==> src/rtl/chip_test_sequencer_if.sv <==
//------------------------------------------------------------------------------
// Module      : chip_test_sequencer_if
// Description : Front-panel and tester handshake bundle for chip_test_sequencer.
// Revision    : 1.0 - initial release
//------------------------------------------------------------------------------
`timescale 1ns/1ps
`default_nettype none

interface chip_test_sequencer_if;
    logic       Start;
    logic       Done;
    logic       RSLT;
    logic       Run;
    logic       DISP_RSLT;
    logic       Busy;
    logic       Pass;
    logic       Fail;
    logic       Timeout;
    logic [2:0] StateCode;

    modport master (
        output Start, Done, RSLT,
        input  Run, DISP_RSLT, Busy, Pass, Fail, Timeout, StateCode
    );

    modport slave (
        input  Start, Done, RSLT,
        output Run, DISP_RSLT, Busy, Pass, Fail, Timeout, StateCode
    );
endinterface

`default_nettype wire

==> src/rtl/chip_test_sequencer.sv <==
//------------------------------------------------------------------------------
// Module      : chip_test_sequencer
// Description : Debounces Start, launches the tester, captures/holds the
//               verdict with a Done timeout, then releases the tester.
// Revision    : 1.0 - initial release
//------------------------------------------------------------------------------
`timescale 1ns/1ps
`default_nettype none

module chip_test_sequencer #(
    parameter int DEBOUNCE_CYCLES = 16,
    parameter int TIMEOUT_CYCLES  = 1024,
    parameter int HOLD_CYCLES     = 64
) (
    input wire                   Clk,
    input wire                   Reset,
    chip_test_sequencer_if.slave bus
);

    localparam int c_MAX_AB    = (DEBOUNCE_CYCLES > TIMEOUT_CYCLES) ? DEBOUNCE_CYCLES : TIMEOUT_CYCLES;
    localparam int c_MAX_PARAM = (c_MAX_AB > HOLD_CYCLES) ? c_MAX_AB : HOLD_CYCLES;
    localparam int c_CNT_W     = $clog2(c_MAX_PARAM) + 1;
    localparam int c_DB_W      = $clog2(DEBOUNCE_CYCLES) + 1;

    localparam logic [c_CNT_W-1:0] c_TO_LAST   = c_CNT_W'(TIMEOUT_CYCLES - 1);
    localparam logic [c_CNT_W-1:0] c_HOLD_LAST = c_CNT_W'(HOLD_CYCLES - 1);
    localparam logic [c_CNT_W-1:0] c_CNT_MAX   = {c_CNT_W{1'b1}};
    localparam logic [c_DB_W-1:0]  c_DB_LAST   = c_DB_W'(DEBOUNCE_CYCLES - 1);

    typedef enum logic [2:0] {
        S_IDLE      = 3'd0,
        S_LAUNCH    = 3'd1,
        S_WAIT_DONE = 3'd2,
        S_CAPTURE   = 3'd3,
        S_HOLD      = 3'd4,
        S_RELEASE   = 3'd5
    } state_t;

    logic              r_sync1;
    logic              r_sync2;
    logic              r_db_level;
    logic              r_db_prev;
    logic [c_DB_W-1:0] r_db_cnt;
    logic              w_start_evt;

    state_t             r_state;
    state_t             w_state_next;
    logic [c_CNT_W-1:0] r_cnt;
    logic [c_CNT_W-1:0] w_cnt_next;
    logic [c_CNT_W-1:0] w_cnt_inc;
    logic               r_pass;
    logic               r_fail;
    logic               r_timeout;
    logic               w_pass_next;
    logic               w_fail_next;
    logic               w_timeout_next;

    // The debounced level only follows the synchronized input after it has
    // disagreed for DEBOUNCE_CYCLES consecutive cycles; any agreement restarts.
    always_ff @(posedge Clk or posedge Reset) begin
        if (Reset) begin
            r_sync1    <= 1'b0;
            r_sync2    <= 1'b0;
            r_db_level <= 1'b0;
            r_db_prev  <= 1'b0;
            r_db_cnt   <= '0;
        end else begin
            r_sync1   <= bus.Start;
            r_sync2   <= r_sync1;
            r_db_prev <= r_db_level;
            if (r_sync2 != r_db_level) begin
                if (r_db_cnt == c_DB_LAST) begin
                    r_db_level <= r_sync2;
                    r_db_cnt   <= '0;
                end else begin
                    r_db_cnt <= r_db_cnt + 1'b1;
                end
            end else begin
                r_db_cnt <= '0;
            end
        end
    end

    assign w_start_evt = r_db_level & ~r_db_prev;

    always_ff @(posedge Clk or posedge Reset) begin
        if (Reset) begin
            r_state   <= S_IDLE;
            r_cnt     <= '0;
            r_pass    <= 1'b0;
            r_fail    <= 1'b0;
            r_timeout <= 1'b0;
        end else begin
            r_state   <= w_state_next;
            r_cnt     <= w_cnt_next;
            r_pass    <= w_pass_next;
            r_fail    <= w_fail_next;
            r_timeout <= w_timeout_next;
        end
    end

    assign w_cnt_inc = (r_cnt == c_CNT_MAX) ? r_cnt : r_cnt + 1'b1;

    always_comb begin
        w_state_next   = r_state;
        w_cnt_next     = r_cnt;
        w_pass_next    = r_pass;
        w_fail_next    = r_fail;
        w_timeout_next = r_timeout;
        case (r_state)
            S_IDLE: begin
                if (w_start_evt) begin
                    w_pass_next    = 1'b0;
                    w_fail_next    = 1'b0;
                    w_timeout_next = 1'b0;
                    w_state_next   = S_LAUNCH;
                end
            end
            S_LAUNCH: begin
                w_cnt_next   = '0;
                w_state_next = S_WAIT_DONE;
            end
            S_WAIT_DONE: begin
                w_cnt_next = w_cnt_inc;
                // Done wins when it coincides with the final timeout cycle.
                if (bus.Done) begin
                    w_state_next = S_CAPTURE;
                end else if (r_cnt == c_TO_LAST) begin
                    w_pass_next    = 1'b0;
                    w_fail_next    = 1'b1;
                    w_timeout_next = 1'b1;
                    w_cnt_next     = '0;
                    w_state_next   = S_HOLD;
                end
            end
            S_CAPTURE: begin
                w_pass_next  = bus.RSLT;
                w_fail_next  = ~bus.RSLT;
                w_cnt_next   = '0;
                w_state_next = S_HOLD;
            end
            S_HOLD: begin
                w_cnt_next = w_cnt_inc;
                if (r_cnt == c_HOLD_LAST) begin
                    w_state_next = S_RELEASE;
                end
            end
            S_RELEASE: begin
                w_state_next = S_IDLE;
            end
            default: begin
                w_state_next = S_IDLE;
            end
        endcase
    end

    assign bus.Run       = (r_state == S_LAUNCH);
    assign bus.DISP_RSLT = (r_state == S_RELEASE);
    assign bus.Busy      = (r_state != S_IDLE);
    assign bus.Pass      = r_pass;
    assign bus.Fail      = r_fail;
    assign bus.Timeout   = r_timeout;
    assign bus.StateCode = r_state;

endmodule

`default_nettype wire
==> src/flat_wrapper.sv <==
// flat-port wrapper written by rule: the top's interface ports become plain ports
module chip_test_sequencer_flat 
#(
    parameter int DEBOUNCE_CYCLES = 16,
    parameter int TIMEOUT_CYCLES  = 1024,
    parameter int HOLD_CYCLES     = 64
)
  (Clk, Reset, bus_Start, bus_Done, bus_RSLT, bus_Run, bus_DISP_RSLT, bus_Busy, bus_Pass, bus_Fail, bus_Timeout, bus_StateCode);
  chip_test_sequencer_if bus_i ();
  input wire Clk;
  input wire Reset;
  input wire logic [$bits(bus_i.Start)-1:0] bus_Start;
  input wire logic [$bits(bus_i.Done)-1:0] bus_Done;
  input wire logic [$bits(bus_i.RSLT)-1:0] bus_RSLT;
  output wire logic [$bits(bus_i.Run)-1:0] bus_Run;
  output wire logic [$bits(bus_i.DISP_RSLT)-1:0] bus_DISP_RSLT;
  output wire logic [$bits(bus_i.Busy)-1:0] bus_Busy;
  output wire logic [$bits(bus_i.Pass)-1:0] bus_Pass;
  output wire logic [$bits(bus_i.Fail)-1:0] bus_Fail;
  output wire logic [$bits(bus_i.Timeout)-1:0] bus_Timeout;
  output wire logic [$bits(bus_i.StateCode)-1:0] bus_StateCode;
  assign bus_i.Start = bus_Start;
  assign bus_i.Done = bus_Done;
  assign bus_i.RSLT = bus_RSLT;
  assign bus_Run = bus_i.Run;
  assign bus_DISP_RSLT = bus_i.DISP_RSLT;
  assign bus_Busy = bus_i.Busy;
  assign bus_Pass = bus_i.Pass;
  assign bus_Fail = bus_i.Fail;
  assign bus_Timeout = bus_i.Timeout;
  assign bus_StateCode = bus_i.StateCode;
  chip_test_sequencer #(.DEBOUNCE_CYCLES(DEBOUNCE_CYCLES), .TIMEOUT_CYCLES(TIMEOUT_CYCLES), .HOLD_CYCLES(HOLD_CYCLES)) u_core (.Clk(Clk), .Reset(Reset), .bus(bus_i));
endmodule
==> config.mk <==
export PLATFORM = sky130hd
export DESIGN_NAME = chip_test_sequencer_flat
export DESIGN_NICKNAME = d
export VERILOG_FILES = /design/src/rtl/chip_test_sequencer_if.sv /design/src/rtl/chip_test_sequencer.sv /design/src/flat_wrapper.sv
export SDC_FILE = /design/constraint.sdc
export NUM_CORES = 1
export LEC_CHECK = 0
export BUFFER_PORTS_ARGS = -buffer_cell sky130_fd_sc_hd__buf_2
export CAP_MARGIN = 40
export CORE_MARGIN = 4
export CORE_UTILIZATION = 58
export CTS_CLUSTER_SIZE = 24
export DETAILED_ROUTE_END_ITERATION = 16
export PLACE_DENSITY = 0.88
export SLEW_MARGIN = 20
export SYNTH_ARGS = -nofsm -noshare
export SYNTH_HDL_FRONTEND = slang
export SYNTH_SLANG_ARGS = --single-unit
==> constraint.sdc <==
create_clock -name Clk -period 2.2 [get_ports Clk]
set_clock_uncertainty 0.2 [all_clocks]
set_input_delay 0.33 -clock Clk [delete_from_list [all_inputs] [get_ports Clk]]
set_output_delay 0.33 -clock Clk [all_outputs]
set_load 0.05 [all_outputs]
==> results by group, run 1 <==
Placement
  • Post-placement cell count: 208
  • Final HPWL DP: 2720 um
  • Port Buffers: 13
  • Routability-driven placement congestion ratio: 0.879

Synthesis
  • Yosys warning count: 0
  • Register bit total from synthesis: 26
  • Register area share after synthesis: 40.7%
  • Number of enable-type register cells in the synthesized netlist: 0
  • Synthesized area per cell: 9.40 um^2
  • Net count after synthesis: 177
  • Library cell occupying the most area in the post-synthesis netlist: sky130_fd_sc_hd__dfrtp_1
  • Synthesized instance count: 170
  • Syn Std Cell Area: 1600 um^2
  • Fraction of post-synthesis cell area in the top cell type by area: 40.7%
  • Synth async-reset ratio: 100%
  • Number of library cell types mapped by synthesis: 55
  • Most instantiated flip-flop cell in the synthesis netlist: sky130_fd_sc_hd__dfrtp_1
  • Cells taking the most area after synthesis: sky130_fd_sc_hd__dfrtp_1 (41%), sky130_fd_sc_hd__a21oi_1 (4.1%), sky130_fd_sc_hd__o21ai_0 (3.4%)

Hold path
  • Type of the most critical hold path: input port to flop

Timing
  • Worst Max-Slew Pin Slew: 0.507 ns
  • Worst slew margin relative to its limit: 66.0%
  • Time the worst path needs with I/O delays and setup: 2.10 ns
  • Fin. Hold Viols: 0
  • Endpoints failing setup: 0
  • Max Transition Viols Final: 0
  • FMAX: 476 MHz
  • Final-layout worst hold slack: 0.0379 ns
  • Share of the cycle needed by the critical path after routing: 95.5%
  • Setup repair after global routing missed its margin: no

Flow run
  • Count of maximum capacitance violations: 0

Finish
  • Final cell utilization of the core: 67.7%
  • Layout net count: 192
  • Share of layout cells above drive strength 1: 19.7%
  • Count of non-filler cells in the finished layout: 213
  • Number of antenna diodes: 0
  • Layout-stage area growth over the synthesis result: 7.91%

Worst setup path
  • Arrival time worst endpoint: 1.57 ns
  • Highest net fanout along the worst path: 14
  • Crit path required time: 1.67 ns
  • Longest individual stage delay on the worst path: 0.56 ns
  • Slowest cell on the critical path: sky130_fd_sc_hd__dfrtp_1
  • Launching element type of the critical path: flop
  • WS Path Type: flop to output port
  • Critical-path cell list: or3_4 > buf_2
  • Worst Setup End Kind: output port

Clock tree
  • Clock transition at path regs: 0.14 ns
  • Maximum number of buffers from clock root to sink: 2
  • Sink Count: 26
  • Post-CTS setup-driven buffer insertion count: 0
  • TritonCTS clock tree: built
  • Count of H-tree levels built during CTS: 1
  • Clock buffers created by TritonCTS: 3
  • Clock insertion delay at the later pin of the skew report: 0.33 ns
  • Cell at the root of the clock tree: sky130_fd_sc_hd__clkbuf_4

Route
  • Vias per cell: 6.77
  • Overall via count from detail_route: 1,442
  • DRC violation count after routing: 0
  • Count of nets left with antenna violations after detail routing: 0
  • Total iterations of the first detailed-routing run: 4
  • Routed wire per std cell: 18.0 um
  • Wire length after detailed routing: 3830 um
  • First DRT Iteration DRCs: 157

Outcome
  • Status: finished, final reports clean

Global routing
  • Global route total overflow: 0
  • Gr usage total: 23.5%
  • Antenna violations before repair: 0
  • First-pass GRT wire length: 6530 um
  • Number of global-route vias before repair: 1,394
  • Maximum number of pins on one net before global-route repair: 27

Floorplanning
  • Vertical die dimension: 60.5 um
  • Die X: 60.5 um
  • Floorplan core area: 2540 um^2
  • Initial cell density of the core: 62.8%
  • Rows: 18
  • Ports: 14
  • Area enclosed by the die boundary: 3660 um^2

Pwr
  • Highest ir drop seen on vdd: 964 uV
  • Power density normalized to cell area: 1240 nW/um^2
  • Static leakage power: 0.735 nW
Yosys cell counts, drive strengths merged, types with 3 or more instances:
cell	number
nor2	13
buf	7
nand2b	3
clkbuf	3
nand4	7
nand3	7
a21oi	13
xor2	3
a211o	3
inv	8
o21ai	13
a31oi	3
o22ai	3
nand2	11
dfrtp	26
o31ai	3
a2111oi	4
nor4	3
what timing repair did:
item                                    in CTS  in global routing
endpoints found under the hold margin       27                  0
gates resized for setup                      0                  2
hold buffers                                 2                  0
endpoints found under the setup margin       0                  2
critical path, delay by kind of cell (launching register included):
family | cells | cell delay, ns
DFF | 1 | 0.56
buffers and inverters | 1 | 0.22
and+or+nand+nor | 1 | 0.45
metal layers:
layer	track usage [%]	up-vias	part of all wire (%)
li1	-	670	-
met1	30.8	689	41
met2	40.1	73	49
met3	4.04	10	7.9
met4	6.50	0	1.4
met5	0	-	0
per-stage QoR:
stage	cell area, um^2	worst slack, ns	setup TNS [ns]	power, mW
after global routing	1720	0.00480	0	2.28
after detailed placement	1670	0.196	0	1.91
after CTS	1720	0.108	0	2.11
after global placement	1670	0.283	0	1.85
final	1720	0.0998	0	2.15
after floorplan	1600	-0.0432	-0.0864	1.66
worst paths after layout:
path / start / endpoint / slack [ns] / depth (start not counted)
worst max-delay path: u_core.bus.StateCode[0] / bus_Busy / 0.1 / 2
worst min-delay path: bus_RSLT / u_core.bus.Pass / 0.04 / 3
max in group asynchronous: Reset / u_core.bus.StateCode[1] / 1.16 / 4
worst max register to register: u_core.r_cnt[0] / flop / 0.14 / 6
worst min register to register: u_core.r_sync1 / u_core.r_sync2 / 0.17 / 0
min in group asynchronous: Reset / u_core.r_sync2 / 0.37 / 4
placed cells by master, fill, tap and decap left out, types with 5 or more instances in the layout:
cell type / instances
sky130_fd_sc_hd__dfrtp_1: 25
sky130_fd_sc_hd__a21oi_1: 13
sky130_fd_sc_hd__nand4_1: 6
sky130_fd_sc_hd__buf_4: 5
sky130_fd_sc_hd__o21ai_0: 11
sky130_fd_sc_hd__nand3_1: 7
sky130_fd_sc_hd__buf_2: 13
sky130_fd_sc_hd__nor2_1: 13
sky130_fd_sc_hd__inv_1: 8
sky130_fd_sc_hd__nand2_1: 10
kinds of logic after synthesis:
kind of cell	synth area share (%)
compound gates	25.7
xor+xnor	2.19
fa+ha+maj	1.57
buf+inv	6.26
flops	40.7
mux	0.705
simple gates	22.9
registers in the layout (all words and copies together), names as in the netlist, named ones only:
register              flops
u_core.bus.Timeout        1
u_core.r_db_prev          1
u_core.bus.Pass           1
u_core.r_db_cnt           5
u_core.r_sync2            1
u_core.r_cnt              9
u_core.r_sync1            1
u_core.bus.StateCode      3
u_core.r_db_level         1
u_core.bus.Fail           1
where the power goes:
part	internal (mW)	leakage, nW	switching (mW)	total, mW
Clock	0.0645	0.0138	0.143	0.207
Combinational	0.389	0.376	0.774	1.16
Sequential	0.574	0.345	0.201	0.775
layout make-up:
class / instances / area [um^2]
repair buffers: 20 / 123
flip-flops and latches: 26 / 652
fillers: 210 / 821
clock buffers: 3 / 22.5
well taps: 30 / 37.5
inverters: 8 / 30.0
multi-input cells: 126 / 860
Note: power is estimated with default switching activity, not from simulation.
==> run 2, diff against run 1 <==
--- a/config.mk
+++ b/config.mk
@@ -7,11 +7,13 @@
 export LEC_CHECK = 0
 export BUFFER_PORTS_ARGS = -buffer_cell sky130_fd_sc_hd__buf_2
 export CAP_MARGIN = 40
+export CORE_ASPECT_RATIO = 1.5
 export CORE_MARGIN = 4
 export CORE_UTILIZATION = 58
 export CTS_CLUSTER_SIZE = 24
 export DETAILED_ROUTE_END_ITERATION = 16
 export PLACE_DENSITY = 0.88
+export SETUP_SLACK_MARGIN = 0.05
 export SLEW_MARGIN = 20
 export SYNTH_ARGS = -nofsm -noshare
 export SYNTH_HDL_FRONTEND = slang
==> constraint.sdc (replaced) <==
create_clock -name Clk -period 2.2 [get_ports Clk]
set_clock_uncertainty 0.2 [all_clocks]
set_input_delay 0.22 -clock Clk [delete_from_list [all_inputs] [get_ports Clk]]
set_output_delay 0.22 -clock Clk [all_outputs]
set_load 0.05 [all_outputs]
==> results by group, run 2 (synthesis gave the netlist of run 1 again) <==
Worst setup path
  • Crit path required time: 2.16 ns (+0.49 ns)
  • Number of cells on the worst reg-to-reg path: 4 (-2)
  • Startpoint of the lowest-slack register-to-register path: u_core.r_cnt[5]
  • RR Endpoint: u_core.r_cnt[8]
  • Launching element type of the critical path: flop
  • R2r setup slk: 0.16 ns (+0.02 ns)
  • WS Path Type: flop to flop
  • Worst Setup End Kind: flop
  • Arrival time worst endpoint: 2.00 ns (+0.43 ns)
  • Highest net fanout along the worst path: 9 (-5)

Timing
  • Share of the cycle needed by the critical path after routing: 92.8% (-2.7 points)
  • Endpoints failing setup: 0 (unchanged)
  • Worst slew margin relative to its limit: 60.7% (-5.3 points)
  • Time the worst path needs with I/O delays and setup: 2.04 ns (-0.0596 ns)
  • Setup repair after global routing missed its margin: no
  • Setup TNS: 0 ns (unchanged)
  • Max Transition Viols Final: 0 (unchanged)
  • Worst Max-Slew Pin Slew: 0.585 ns (+0.0778 ns)
  • FMAX: 490 MHz (+2.9%)
  • Fin. Hold Viols: 0 (unchanged)
  • Final WS setup: 0.159 ns (+0.0596 ns)

Route
  • Count of nets left with antenna violations after detail routing: 0 (unchanged)
  • Overall via count from detail_route: 1,484 (+2.9%)
  • Total iterations of the first detailed-routing run: 7 (+3)
  • Routed wire per std cell: 18.0 um (+0.36%)
  • Wire length after detailed routing: 3970 um (+3.7%)
  • DRC violation count after routing: 0 (unchanged)
  • First DRT Iteration DRCs: 105 (-33%)
  • Vias per cell: 6.75 (-0.36%)

Global routing
  • Maximum number of pins on one net before global-route repair: 27 (unchanged)
  • Global route total overflow: 0 (unchanged)
  • First-pass GRT wire length: 6790 um (+4.0%)
  • Number of global-route vias before repair: 1,448 (+3.9%)
  • Gr usage total: 24.1% (+0.63 points)
  • Antenna violations before repair: 0 (unchanged)

Clock tree
  • Clock insertion delay at the later pin of the skew report: 0.27 ns (-0.06 ns)
  • Clock transition at path regs: 0.10 ns (-0.04 ns)
  • TritonCTS clock tree: built
  • Count of H-tree levels built during CTS: 1 (unchanged)
  • Clock buffers created by TritonCTS: 3 (unchanged)
  • Maximum number of buffers from clock root to sink: 2 (unchanged)
  • Cell at the root of the clock tree: sky130_fd_sc_hd__clkbuf_8
  • Sink Count: 26 (unchanged)

Finish
  • Register name with the most flops: u_core.r_cnt
  • Share of layout cells above drive strength 1: 19.1% (-0.55 points)
  • Layout net count: 191 (-0.52%)
  • Count of non-filler cells in the finished layout: 220 (+3.3%)
  • Most frequent standard cell in the layout excluding fill and tap cells: sky130_fd_sc_hd__dfrtp_1
  • Layout-stage area growth over the synthesis result: 11.0%
  • Number of antenna diodes: 0 (unchanged)
  • Max reg flops: 9 (unchanged)
  • Top library cells by usage in the layout, fill and taps aside: sky130_fd_sc_hd__dfrtp_1 (26), sky130_fd_sc_hd__nor2_1 (13), sky130_fd_sc_hd__a21oi_1 (13), sky130_fd_sc_hd__buf_2 (13), sky130_fd_sc_hd__o21ai_0 (11)
  • Final non-filler cell area: 1770 um^2 (+2.8%)

Floorplanning
  • Area enclosed by the die boundary: 3680 um^2 (+0.47%)
  • Die X: 50.9 um (-16%)
  • Vertical die dimension: 72.3 um (+20%)
  • Floorplan core area: 2650 um^2 (+4.0%)
  • Ports: 14 (unchanged)
  • Initial cell density of the core: 60.3% (-2.4 points)
  • Rows: 23 (+5)

Pwr
  • Clk pwr share: 17.0% (+7.3 points)
  • Share of total power consumed by net switching: 48.7% (-3.4 points)
  • Power density normalized to cell area: 1330 nW/um^2 (+6.5%)
  • Sequential cell fraction of total power: 32.2% (-3.9 points)
  • P_int: 1.21 mW (+17%)
  • Fraction of power consumed by combinational cells: 50.8% (-3.4 points)
  • Total power consumption of the routed design: 2.35 mW (+9.6%)
  • P_sw: 1.14 mW (+2.4%)
  • Highest ir drop seen on vdd: 1070 uV (+11%)
  • Static leakage power: 0.752 nW (+2.4%)

Placement
  • Placed standard-cell area: 1670 um^2 (about the same)
  • Post-placement cell count: 214 (+2.9%)
  • Final HPWL DP: 2630 um (-3.3%)
  • Routability-driven placement congestion ratio: 0.959 (+9.0%)
  • Port Buffers: 13 (unchanged)
  • Minimum setup slack after placement: 0.220 ns (+0.0241 ns)

Hold path
  • Cells on Worst Hold Path: 3 (unchanged)
  • Type of the most critical hold path: input port to flop
  • End of the worst hold path: u_core.bus.Pass
  • Hold Startpoint: bus_RSLT

Outcome
  • Status: finished, final reports clean

Flow run
  • Count of maximum capacitance violations: 0 (unchanged)
run 2: changes by cell type in the layout (fill, tap and decap cells not counted):
cell | previous run | this run
sky130_fd_sc_hd__bufinv_16 | 0 | 1
sky130_fd_sc_hd__dfrtp_1 | 25 | 26
sky130_fd_sc_hd__clkbuf_4 | 3 | 0
sky130_fd_sc_hd__clkbuf_8 | 0 | 3
sky130_fd_sc_hd__dfrtp_2 | 1 | 0
sky130_fd_sc_hd__buf_4 | 5 | 4
run 2: worst max-delay path by stage:
| stage | startpoint | cells after the start | slack [ns] | to |
|---|---|---|---|---|
| final | u_core.r_cnt[5] | 4 | 0.16 | u_core.r_cnt[8] |
| after global routing | u_core.r_cnt[2] | 4 | 0.03 | u_core.r_cnt[8] |
| after CTS | u_core.r_cnt[0] | 5 | 0.21 | flop |
| after floorplan | u_core.bus.StateCode[1] | 3 | 0.07 | bus_DISP_RSLT |
| after global placement | u_core.r_cnt[0] | 5 | 0.30 | u_core.r_cnt[3] |
| after detailed placement | u_core.r_cnt[0] | 5 | 0.22 | flop |
run 2: what timing repair did:
action	4_1_cts	5_1_grt
hold buffers	2	0
hold endpoints to repair	27	0
buffers inserted	0	0
gates resized for setup	0	1
setup endpoints to repair	0	1
run 2: metal layers:
layer | wire length [um] | vias to the layer above | global-route usage, %
met4 | 167 | 0 | 12.3
met5 | 0 | - | 0
met3 | 261 | 20 | 3.29
met2 | 2090 | 87 | 43.2
met1 | 1440 | 708 | 27.5
li1 | - | 669 | -
run 2: cell type report:
class | instances | area (um^2)
clock inverters | 1 | 30.0
fillers | 211 | 875
inverters | 8 | 30.0
multi-input cells | 126 | 860
clock buffers | 3 | 41.3
well taps | 37 | 46.3
repair buffers | 19 | 115
flip-flops and latches | 26 | 651
run 2: power groups by stage:
stage | Combinational (mW) | Sequential (mW) | Clock, mW
2_1_floorplan | 0.828 | 0.830 | 0
3_3_place_gp | 1.13 | 0.745 | 0
3_5_place_dp | 1.16 | 0.751 | 0
4_1_cts | 1.17 | 0.747 | 0.401
5_1_grt | 1.30 | 0.772 | 0.423
6_report | 1.19 | 0.757 | 0.400
run 2: through the flow:
| step | util [%] | hold WS [ns] |
|---|---|---|
| after floorplan | - | 0.0514 |
| after global placement | 63.2 | 0.0805 |
| after detailed placement | 63.2 | 0.0953 |
| after CTS | 66.7 | 0.0200 |
| after global routing | 67.0 | 0.0851 |
| final | 67.0 | 0.0142 |
run 2: critical path: stages, from the launching register on:
cell and delay [ns]:
sky130_fd_sc_hd__dfrtp_1 0.45, sky130_fd_sc_hd__and4_1 0.46, sky130_fd_sc_hd__nand4_1 0.30, sky130_fd_sc_hd__o21ai_2 0.37, sky130_fd_sc_hd__o22ai_1 0.14
==> run 3, diff against run 2 <==
--- a/config.mk
+++ b/config.mk
@@ -5,6 +5,7 @@
 export SDC_FILE = /design/constraint.sdc
 export NUM_CORES = 1
 export LEC_CHECK = 0
+export ABC_AREA = 1
 export BUFFER_PORTS_ARGS = -buffer_cell sky130_fd_sc_hd__buf_2
 export CAP_MARGIN = 40
 export CORE_ASPECT_RATIO = 1.5
==> results by group, run 3 <==
Timing
  • Fin. Hold Viols: 0 (unchanged)
  • Time the worst path needs with I/O delays and setup: 2.04 ns (-0.00495 ns)
  • Max Transition Viols Final: 0 (unchanged)
  • Worst Max-Slew Pin Slew: 0.332 ns (-0.253 ns)
  • Worst slew margin relative to its limit: 77.9% (+17 points)
  • FMAX: 491 MHz (+0.24%)
  • Share of the cycle needed by the critical path after routing: 92.5% (-0.23 points)
  • Endpoints failing setup: 0 (unchanged)
  • Setup TNS: 0 ns (unchanged)
  • Setup repair after global routing missed its margin: no

Synthesis
  • Fraction of post-synthesis cell area in the top cell type by area: 43.7% (+3.0 points)
  • Number of enable-type register cells in the synthesized netlist: 0 (unchanged)
  • Cells taking the most area after synthesis: sky130_fd_sc_hd__dfrtp_1 (44%), sky130_fd_sc_hd__nand2_1 (13%), sky130_fd_sc_hd__nor2_1 (7.8%)
  • Post-synthesis adder-cell area fraction: 1.68% (+0.12 points)
  • Largest family of logic cells by synthesized area: simple AND/OR/NAND/NOR gates
  • Synthesized instance count: 200 (+18%)
  • Synthesized area per cell: 7.44 um^2 (-21%)
  • Post-synthesis share of cell area spent on and, or, nand and nor gates: 35.7% (+13 points)
  • Compound-cell area share of the yosys netlist: 9.25% (-16 points)
  • Post-synthesis xor/xnor area fraction: 2.35% (+0.16 points)
  • Syn Std Cell Area: 1490 um^2 (-6.9%)
  • Most instantiated flip-flop cell in the synthesis netlist: sky130_fd_sc_hd__dfrtp_1
  • Portion of netlist area occupied by mux cells: 0% (-0.70 points)
  • Cell with the most instances after synthesis: sky130_fd_sc_hd__nand2_1
  • Library cell occupying the most area in the post-synthesis netlist: sky130_fd_sc_hd__dfrtp_1
  • Synth async-reset ratio: 100% (unchanged)
  • Number of library cell types mapped by synthesis: 25 (-55%)
  • Net count after synthesis: 207 (+17%)
  • Commonest cells in the netlist: sky130_fd_sc_hd__nand2_1 (50), sky130_fd_sc_hd__nor2_1 (31), sky130_fd_sc_hd__dfrtp_1 (26), sky130_fd_sc_hd__inv_1 (24), sky130_fd_sc_hd__nand3_1 (19)
  • Register area share after synthesis: 43.7% (+3.0 points)
  • Yosys warning count: 0 (unchanged)
  • Register bit total from synthesis: 26 (unchanged)

Route
  • Total iterations of the first detailed-routing run: 4 (-3)
  • Overall via count from detail_route: 1,382 (-6.9%)
  • First DRT Iteration DRCs: 65 (-38%)
  • Vias per cell: 5.66 (-16%)
  • DRC violation count after routing: 0 (unchanged)
  • Count of nets left with antenna violations after detail routing: 0 (unchanged)
  • Wire length after detailed routing: 3130 um (-21%)
  • Routed wire per std cell: 12.8 um (-29%)

Placement
  • Port Buffers: 13 (unchanged)
  • Placed standard-cell area: 1580 um^2 (-5.4%)
  • Routability-driven placement congestion ratio: 0.882 (-8.0%)
  • Final HPWL DP: 2310 um (-12%)
  • Post-placement cell count: 237 (+11%)

Clock tree
  • Clock transition at path regs: 0.15 ns (+0.05 ns)
  • Count of H-tree levels built during CTS: 1 (unchanged)
  • Clock insertion delay at the later pin of the skew report: 0.33 ns (+0.06 ns)
  • Cell at the root of the clock tree: sky130_fd_sc_hd__clkbuf_4
  • Maximum number of buffers from clock root to sink: 2 (unchanged)
  • Clock buffers created by TritonCTS: 3 (unchanged)
  • TritonCTS clock tree: built
  • Post-CTS setup-driven buffer insertion count: 0 (unchanged)
  • Sink Count: 26 (unchanged)

Worst setup path
  • Critical path capture point: bus_Run
  • RR Endpoint: u_core.bus.Fail
  • Number of cells on the worst reg-to-reg path: 10 (+6)
  • Arrival time worst endpoint: 1.62 ns (-0.38 ns)
  • Launching element type of the critical path: flop
  • WS Path Type: flop to output port
  • R2r setup slk: 0.25 ns (+0.09 ns)
  • Worst setup path startpoint: u_core.bus.StateCode[0]
  • Startpoint of the lowest-slack register-to-register path: u_core.r_cnt[0]
  • Crit path required time: 1.78 ns (-0.38 ns)
  • Highest net fanout along the worst path: 5 (-4)
  • Worst Setup End Kind: output port

Finish
  • Register name with the most flops: u_core.r_cnt
  • Layout net count: 228 (+19%)
  • Max reg flops: 9 (unchanged)
  • Filler cell count in the final layout: 209 (-0.95%)
  • Most frequent standard cell in the layout excluding fill and tap cells: sky130_fd_sc_hd__nand2_1
  • Sequential cell area in the final layout: 652 um^2 (+0.19%)
  • Layout-stage area growth over the synthesis result: 12.4%
  • Final non-filler cell area: 1670 um^2 (-5.6%)
  • Area taken by multi-input logic gates: 738 um^2 (-14%)
  • Top library cells by usage in the layout, fill and taps aside: sky130_fd_sc_hd__nand2_1 (49), sky130_fd_sc_hd__nor2_1 (28), sky130_fd_sc_hd__dfrtp_1 (25)
  • Number of antenna diodes: 0 (unchanged)
  • Final cell utilization of the core: 68.3% (+1.3 points)
  • Count of non-filler cells in the finished layout: 244 (+11%)
  • Share of layout cells above drive strength 1: 15.9% (-3.2 points)

Global routing
  • First-pass GRT wire length: 5580 um (-18%)
  • Number of global-route vias before repair: 1,357 (-6.3%)
  • Antenna violations before repair: 0 (unchanged)
  • Global route total overflow: 0 (unchanged)
  • Gr usage total: 20.3% (-3.8 points)
  • Maximum number of pins on one net before global-route repair: 27 (unchanged)

Pwr
  • Static leakage power: 0.842 nW (+12%)
  • Power density normalized to cell area: 1270 nW/um^2 (-4.1%)
  • Highest ir drop seen on vdd: 686 uV (-36%)
  • P_sw: 1.03 mW (-9.9%)
  • Share of total power consumed by net switching: 48.5% (-0.20 points)
  • Sequential cell fraction of total power: 35.1% (+2.9 points)
  • Clk pwr share: 16.0% (-1.0 points)
  • P_int: 1.10 mW (-9.2%)
  • Fraction of power consumed by combinational cells: 48.9% (-1.9 points)

Floorplanning
  • Initial cell density of the core: 60.7% (+0.38 points)
  • Ports: 14 (unchanged)
  • Vertical die dimension: 70.0 um (-3.1%)
  • Die X: 49.4 um (-3.0%)
  • Rows: 22 (-4.3%)
  • Floorplan core area: 2450 um^2 (-7.5%)
  • Area enclosed by the die boundary: 3460 um^2 (-6.0%)

Hold path
  • Type of the most critical hold path: input port to flop

Outcome
  • Status: finished, final reports clean

Flow run
  • Count of maximum capacitance violations: 0 (unchanged)
==> run 3: changes by cell type after synthesis, moves of 3 or more <==
| cell | change |
|---|---|
| sky130_fd_sc_hd__a2111oi_0 | -3 |
| sky130_fd_sc_hd__a21oi_1 | -9 |
| sky130_fd_sc_hd__buf_2 | -4 |
| sky130_fd_sc_hd__nand2_1 | +40 |
| sky130_fd_sc_hd__a31oi_1 | -3 |
| sky130_fd_sc_hd__inv_1 | +16 |
| sky130_fd_sc_hd__o31ai_1 | -3 |
| sky130_fd_sc_hd__nor2_1 | +18 |
| sky130_fd_sc_hd__nand2b_1 | -3 |
| sky130_fd_sc_hd__o21ai_0 | +3 |
| sky130_fd_sc_hd__nand3_1 | +12 |
| sky130_fd_sc_hd__o22ai_1 | -3 |
==> run 3: how the worst min path moves through the flow <==
stage | start | slack [ns] | to | depth (start not counted)
3_5_place_dp | Reset | 0.11 | u_core.r_db_prev | 3
4_1_cts | bus_Done | 0.05 | u_core.bus.StateCode[1] | 4
5_1_grt | bus_Done | 0.05 | u_core.bus.StateCode[1] | 4
3_3_place_gp | Reset | 0.09 | u_core.bus.StateCode[1] | 3
2_1_floorplan | bus_Start | 0.05 | u_core.r_sync1 | 0
6_report | bus_Done | 0.05 | u_core.bus.StateCode[1] | 4
==> run 3: cell families (layout without fill, tap and decap cells) <==
logic type,count (synthesis),after routing
buffers and inverters,27,47
and+or+nand+nor,118,118
adders and majority gates,2,2
DFF,26,26
AOI/OAI and AO/OA,23,23
xor gates and xnor gates,4,4
==> run 3: timing repair <==
action | 4_1_cts | 5_1_grt
hold buffers | 3 | 0
setup endpoints to repair | 0 | 4
endpoints found under the hold margin | 29 | 0
gates resized for setup | 0 | 3
==> run 3: power groups by stage <==
stage | Combinational, mW | Clock, mW | Sequential [mW]
after floorplan | 0.736 | 0 | 0.853
after global placement | 1.02 | 0 | 0.746
after detailed placement | 1.02 | 0 | 0.752
after CTS | 1.04 | 0.338 | 0.741
after global routing | 1.18 | 0.365 | 0.770
final | 1.04 | 0.340 | 0.746
==> run 3: cell type report <==
class | instances | share of cell area (%)
sequential | 26 | 39.0
timing repair buffer | 17 | 6.13
multi-input combinational | 147 | 44.1
tap | 24 | 1.80
clock inverter | 1 | 1.80
inverter | 26 | 5.83
clock buffer | 3 | 1.35
==> run 3: stage by stage <==
step,setup slack (ns),power (mW),hold WS [ns]
after global placement,0.290,1.77,0.0888
after floorplan,0.0972,1.59,0.0514
final,0.164,2.13,0.0524
after global routing,0.0596,2.31,0.0469
after CTS,0.0992,2.12,0.0461
after detailed placement,0.317,1.78,0.107
==> run 3: worst max-delay path: stages (launching register included) <==
cell and delay (ns):
sky130_fd_sc_hd__dfrtp_2 0.45, sky130_fd_sc_hd__inv_1 0.10, sky130_fd_sc_hd__or2_2 0.32, sky130_fd_sc_hd__nor2_2 0.13
sky130_fd_sc_hd__buf_2 0.28
==> run 3: layer usage <==
layer | part of all wire, % | up-vias | global-route usage (%) | wire (um)
met5 | 0 | - | 0 | 0
met4 | 2.1 | 0 | 9.81 | 66
met2 | 53 | 33 | 35.8 | 1650
met3 | 3.5 | 9 | 3.41 | 110
li1 | - | 681 | - | -
met1 | 42 | 659 | 23.0 | 1300
